$ cat src/rtl/sync_fifo_flags.sv
// sync_fifo_flags: synchronous FIFO with count, threshold flags and overflow/underflow pulses.
// Define FIFO_FWFT_EN for first-word-fall-through reads; default is registered read data.
module sync_fifo_flags #(
  parameter int FIFO_DEPTH = 16,
  parameter int FIFO_WIDTH = 8,
  parameter int AF_LEVEL   = FIFO_DEPTH - 2,
  parameter int AE_LEVEL   = 2,
  localparam int AW = $clog2(FIFO_DEPTH),
  localparam int CW = AW + 1
) (
  input  logic                  clk,
  input  logic                  rst_n,
  input  logic                  clr,
  input  logic                  w_en,
  input  logic                  r_en,
  input  logic [FIFO_WIDTH-1:0] data_in,
  output logic [FIFO_WIDTH-1:0] data_out,
  output logic                  full,
  output logic                  empty,
  output logic                  almost_full,
  output logic                  almost_empty,
  output logic [CW-1:0]         count,
  output logic                  overflow,
  output logic                  underflow
);
  logic [FIFO_WIDTH-1:0] mem [FIFO_DEPTH];
  logic [CW-1:0] wp, rp;
  logic wr_ok, rd_ok;
  assign full         = count == CW'(FIFO_DEPTH);
  assign empty        = count == '0;
  assign almost_full  = count >= CW'(AF_LEVEL);
  assign almost_empty = count <= CW'(AE_LEVEL);
  assign wr_ok = w_en & ~full & ~clr;
  assign rd_ok = r_en & ~empty & ~clr;
  // storage is deliberately left out of reset and flush
  always_ff @(posedge clk)
    if (wr_ok) mem[wp[AW-1:0]] <= data_in;
  always_ff @(posedge clk or negedge rst_n) begin
    if (!rst_n) begin
      wp        <= '0;
      rp        <= '0;
      count     <= '0;
      overflow  <= 1'b0;
      underflow <= 1'b0;
    end else begin
      wp        <= clr ? '0 : wp + CW'(wr_ok);
      rp        <= clr ? '0 : rp + CW'(rd_ok);
      count     <= clr ? '0 : count + CW'(wr_ok) - CW'(rd_ok);
      overflow  <= w_en & full & ~clr;
      underflow <= r_en & empty & ~clr;
    end
  end
`ifdef FIFO_FWFT_EN
  always_comb data_out = empty ? '0 : mem[rp[AW-1:0]];
`else
  always_ff @(posedge clk or negedge rst_n) begin
    if (!rst_n) data_out <= '0;
    else if (clr) data_out <= '0;
    else if (rd_ok) data_out <= mem[rp[AW-1:0]];
  end
`endif
endmodule

$ cat config.mk
export PLATFORM = sky130hd
export DESIGN_NAME = sync_fifo_flags
export DESIGN_NICKNAME = d
export VERILOG_FILES = /design/src/rtl/sync_fifo_flags.sv
export SDC_FILE = /design/constraint.sdc
export NUM_CORES = 1
export LEC_CHECK = 0
export CAP_MARGIN = 20
export CELL_PAD_IN_SITES_DETAIL_PLACEMENT = 0
export CELL_PAD_IN_SITES_GLOBAL_PLACEMENT = 2
export CORE_ASPECT_RATIO = 0.6
export CORE_MARGIN = 2
export CORE_UTILIZATION = 48
export CTS_CLUSTER_DIAMETER = 40
export DETAILED_ROUTE_END_ITERATION = 8
export GPL_TIMING_DRIVEN = 0
export PLACE_DENSITY_LB_ADDON = 0.1
export SKIP_CTS_REPAIR_TIMING = 1
export SLEW_MARGIN = 30
export SYNTH_ARGS = -nofsm -noshare
export SYNTH_HDL_FRONTEND = slang
export SYNTH_SLANG_ARGS = --single-unit
$ cat constraint.sdc
create_clock -name clk -period 5.5 [get_ports clk]
set_input_delay 0.825 -clock clk [delete_from_list [all_inputs] [get_ports clk]]
set_output_delay 0.825 -clock clk [all_outputs]
set_load 0.05 [all_outputs]
==> summary.txt, run 1 <==
Worst rel slew slack - 0.418
Most common flop cell mapped by yosys - edfxtp_1
Core area - 0.0127 mm^2
Setup Skew - 0.00725 ns
Initial antenna violation count - 1
Clock Tree Buf Depth - 2
Die area - 0.0139 mm^2
Max incr delay on CP - 0.80 ns
Max FO, Critical Path - 5
Maximum vdd ir drop - 0.262 mV
Placed Area - 0.00676 mm^2
Worst r2r path cells - 14
Post-synthesis share of cell area spent on xor and xnor gates - 0.00988
Largest net degree at the start of global routing - 24
Crit path DAT - 2.62 ns
Most frequent cells in the layout - edfxtp_1, mux2i_1, clkdlybuf4s50_1
Die height - 92.1 um
RePlAce Congestion - 0.755
WHS - 0.414 ns
P_leak - 2.53 nW
Hold violation total from the final report - 0
Simple-gate portion of the synthesized area - 0.0730
First-pass GRT wire length - 20.4 mm
Synth warnings - 0
Final worst setup slack - 2.06 ns
Worst-Skew Late Latency - 0.42 ns
CTS buffer count - 17
Syn Area/Cell - 17.3 um^2
Status - finished clean
Placed insts - 562
Slowest cell on crit path - clkdlybuf4s50_1
Area share of the leading cell type in the synthesized netlist - 0.619
Vias in the first global route - 3343
Crit path kind - register to output port
Main combinational cell family by area after synthesis - multiplexers
Layout cells sized above 1 - 0.149
Util after Layout - 0.580
Sequential element share of the synthesized area - 0.712
HP Class - input pin to async pin
Per-cell routed wire length - 22.6 um
TNS Setup - 0 ns
Clk sinks - 151
Fmax - 290 MHz
Via count - 3282
Total congestion overflow - 0
Final Critical Period - 3.44 ns
Slew Limit Fails - 0
Antenna-violating nets left - 0
Most common cell after layout, fill and taps aside - edfxtp_1
Filler-free cell count of the finished design - 594
Total Power - 3.25 mW
1st-iter DRT viols - 184
Row Count - 32
CTS tree - done
Yosys top cell by area - edfxtp_1
ANT cells - 0
Synth Area in Compound Gates - 0.0385
Post-synth EDFFs - 128
Layout area overhead - 19.0%
Net Count, Synth - 388
Synth Area in Adders - 0.0335
H-tree levels - 4
Synthesis-stage register bit count - 151
IO Pins - 32
Global Route Usage Sum - 0.210
Mux share of post-synthesis cell area - 0.115
Critical Path End Type - output port
Post-synth ARST share - 0.152
Final worst path period share - 0.626
Clock root buffer - clkbuf_16
Critical-path cell list - inv_1, ha_1, or4b_4, inv_6, clkdlybuf4s50_1
First-pass DRT Iterations - 4
Yosys cell types - 39
# port buffers - 31
DPL Wire Length - 8.95 mm
RSZ-0062 raised after global routing - no
# setup viols final - 0
Synth Cell Area - 0.00620 mm^2
Critical Path RT - 4.68 ns
Area contributors post-synth - edfxtp_1, dfrtp_1, mux2i_1, mux4_1, ha_1
Post-Place Worst Slack - 1.84 ns
DRC viols - 0
Clk slew on worst S/H paths - 0.06 ns
Die Wd - 151 um
Cells after Synth - 359
WL final - 13.4 mm
Post-route cell area - 0.00738 mm^2
Slew @ Worst Pin - 0.870 ns
Initial Util - 0.487
Power Density - 440 mW/mm^2
Max-cap violation count - 0
Crit start category - register
Via density - 5.53
Post-layout net count - 440
[registers in the layout, indices dropped and copies added (netlist names)]
signal / cells
count: 5
data_out: 8
overflow: 1
wp: 4
rp: 4
underflow: 1
mem: 128
[synthesized netlist by cell type (3+ instances only)]
master and n:
nor2b_1 7, nand2_1 11, nand3_1 19, dfrtp_1 23, mux4_2 8, edfxtp_1 128, xnor2_1 5, mux2i_1 32
buf_1 3, mux4_1 8, a22oi_1 24, nand2b_1 3, nor2_1 24, nor3_1 4, a21oi_1 3, ha_1 15
buf_2 5, inv_1 9, clkbuf_1 4
[worst paths after layout]
kind                        startpoint          end  slack (ns)
max                           count[2]        empty        2.06
min                              rst_n        wp[0]        0.41
max reg2reg                   count[2]     count[4]        2.46
min reg2reg                data_out[6]  data_out[6]        0.48
max in group asynchronous        rst_n  data_out[5]        4.68
min in group clk           data_out[6]  data_out[6]        0.48
[per-layer routing]
layer	GRT usage	up-vias	routed length, um	part of all wire
met4	0.0514	0	131	0.0098
met3	0.0443	13	698	0.052
met1	0.322	1692	6540	0.49
li1	-	1497	-	-
met5	0	-	0	0
met2	0.308	80	6040	0.45
[logic make-up (layout without fill, tap and decap cells)]
logic type	count (synthesis)	count (layout)
flops	151	151
xor+xnor	7	7
buf+inv	25	90
fa+ha+maj	16	16
simple gates	80	80
mux	48	48
compound gates	32	32
[final cells by class]
class,count,area (um^2)
fillers,977,5350
flip-flops and latches,151,4420
multi-input cells,183,1690
clock buffers,18,429
repair buffers,33,320
well taps,170,213
clock inverters,14,198
plain buffers,15,71.3
inverters,10,42.5
[critical path: cells and delay by family, from the launching register on]
| kind | cells | cell delay [ns] |
|---|---|---|
| adder cells (fa/ha/maj) | 1 | 0.18 |
| flip-flops | 1 | 0.44 |
| AND/OR/NAND/NOR | 1 | 0.53 |
| buffers and inverters | 3 | 1.04 |
[report_power, final]
part	internal (mW)	leakage, nW	total (mW)	switching (mW)
sequential	1.29	1.46	1.33	0.0426
clock	0.765	0.303	1.24	0.471
combinational	0.256	0.765	0.681	0.426
total	2.31	2.53	3.25	0.940
(Power assumes the default switching activity.)
==> inputs of run 2 (changes only) <==
--- a/config.mk
+++ b/config.mk
@@ -10,7 +10,7 @@
 export CELL_PAD_IN_SITES_GLOBAL_PLACEMENT = 2
 export CORE_ASPECT_RATIO = 0.6
 export CORE_MARGIN = 2
-export CORE_UTILIZATION = 48
+export CORE_UTILIZATION = 41
 export CTS_CLUSTER_DIAMETER = 40
 export DETAILED_ROUTE_END_ITERATION = 8
 export GPL_TIMING_DRIVEN = 0
==> constraint.sdc (replaced) <==
create_clock -name clk -period 3.1 [get_ports clk]
set_input_delay 0.465 -clock clk [delete_from_list [all_inputs] [get_ports clk]]
set_output_delay 0.465 -clock clk [all_outputs]
set_load 0.05 [all_outputs]
==> summary.txt, run 2 (same netlist as run 1, synthesis figures left out) <==
Crit path kind - register to output port
Final Critical Period - 2.97 ns
Global Route Usage Sum - 0.188
CTS tree - done
Max reg flops - 128
Setup Skew - 0.0115 ns
IO Pins - 32
Final worst setup slack - 0.133 ns
Psw - 1.75 mW
Clock Tree Buf Depth - 2
Reg2Reg Setup Slack - 0.16 ns
Critical Path End Type - output port
Die Wd - 163 um
P_int - 3.83 mW
Worst rel slew slack - 0.435
Logic gate share of total power - 0.235
Max-cap violation count - 0
Initial Util - 0.424
Crit start category - register
P_leak - 2.50 nW
Clock root buffer - clkbuf_16
Total Power - 5.57 mW
Clock power frac - 0.340
RePlAce Congestion - 0.737
Status - finished clean
Post-layout net count - 442
Max FO, Critical Path - 5
Worst r2r path cells - 14
Util after Layout - 0.504
# setup viols final - 0
Slowest cell on crit path - clkdlybuf4s50_1
Sequential Power Share - 0.425
Via count - 3271
Core area - 0.0146 mm^2
Crit path DAT - 2.50 ns
Via density - 5.24
Maximum vdd ir drop - 0.382 mV
HP Class - input pin to async pin
Max incr delay on CP - 0.80 ns
Hold violation total from the final report - 0
Worst-Skew Late Latency - 0.41 ns
Clk slew on worst S/H paths - 0.07 ns
1st-iter DRT viols - 253
TNS Setup - 0 ns
First-pass DRT Iterations - 4
Most frequent cells in the layout - edfxtp_1, mux2i_1, clkdlybuf4s50_1
Largest net degree at the start of global routing - 24
H-tree levels - 4
Switching fraction of total power - 0.313
Clk sinks - 151
DRC viols - 0
Slew @ Worst Pin - 0.845 ns
Row Count - 34
Total congestion overflow - 0
Worst Setup SP - count[2]
Antenna-violating nets left - 0
Slew Limit Fails - 0
Layout area overhead - 18.8%
DPL Wire Length - 9.70 mm
Post-Place Worst Slack - -0.232 ns
WHS - 0.0631 ns
First-pass GRT wire length - 21.0 mm
Die area - 0.0162 mm^2
Critical-path cell list - inv_4, ha_4, or4b_4, inv_6, clkdlybuf4s50_1
Reg2reg start - count[2]
Die height - 99.3 um
# port buffers - 31
Initial antenna violation count - 0
Critical Path RT - 2.63 ns
WL final - 14.4 mm
Fmax - 337 MHz
Final worst path period share - 0.957
ANT cells - 0
Vias in the first global route - 3283
Layout cells sized above 1 - 0.167
Power Density - 756 mW/mm^2
RR Endpoint - count[4]
Filler instances - 1232
Per-cell routed wire length - 23.0 um
CTS buffer count - 17
Most common cell after layout, fill and taps aside - edfxtp_1
Crit path to - empty
[run 2: worst max-delay path, delay by kind of cell, from the launching register on]
kind	cells	cell delay (ns)
AND/OR/NAND/NOR	1	0.52
buffers and inverters	3	0.99
flip-flops	1	0.43
adder cells (fa/ha/maj)	1	0.15
[run 2: worst min path at each step]
| stage | startpoint | end | cells after the start |
|---|---|---|---|
| global route | rst_n | wp[3] | 1 |
| floorplan | rst_n | count[0] | 0 |
| finish | rst_n | wp[0] | 1 |
| global placement | data_out[0] | data_out[0] | 2 |
| CTS | rst_n | wp[1] | 1 |
| detailed placement | rst_n | wp[3] | 1 |
[run 2: area by class of cell]
class	instances	area, um^2	share of cell area
buffer	15	71.3	0.00968
inverter	10	45.0	0.00611
clock buffer	17	425	0.0577
timing repair buffer	35	335	0.0455
tap	198	248	0.0336
sequential	151	4420	0.600
multi-input combinational	183	1710	0.232
clock inverter	15	116	0.0158
[run 2: per-layer routing]
metal	track usage	part of all wire	up-vias
met2	0.261	0.42	62
li1	-	-	1508
met4	0.0490	0.0095	0
met3	0.0329	0.043	15
met1	0.304	0.53	1686
met5	0	0	-
[run 2: power by group through the flow]
stage / sequential (mW) / combinational (mW) / clock, mW
3_5_place_dp: 2.42 / 1.24 / 0
4_1_cts: 2.38 / 1.25 / 1.93
2_1_floorplan: 2.58 / 0.645 / 0
3_3_place_gp: 2.42 / 1.24 / 0
6_report: 2.37 / 1.31 / 1.90
5_1_grt: 2.38 / 1.40 / 2.02
[run 2: through the flow]
stage | cells | instance area (um^2)
5_1_grt | 624 | 7370
3_5_place_dp | 588 | 6780
4_1_cts | 620 | 7320
6_report | 624 | 7370
3_3_place_gp | 588 | 6760
2_1_floorplan | 359 | 6210
==> inputs of run 3 (changes only) <==
--- a/config.mk
+++ b/config.mk
@@ -16,7 +16,7 @@
 export GPL_TIMING_DRIVEN = 0
 export PLACE_DENSITY_LB_ADDON = 0.1
 export SKIP_CTS_REPAIR_TIMING = 1
-export SLEW_MARGIN = 30
+export SLEW_MARGIN = 20
 export SYNTH_ARGS = -nofsm -noshare
 export SYNTH_HDL_FRONTEND = slang
 export SYNTH_SLANG_ARGS = --single-unit
==> results of run 3 <==
No change in the layout: final DEF, timing and power equal those of run 2.
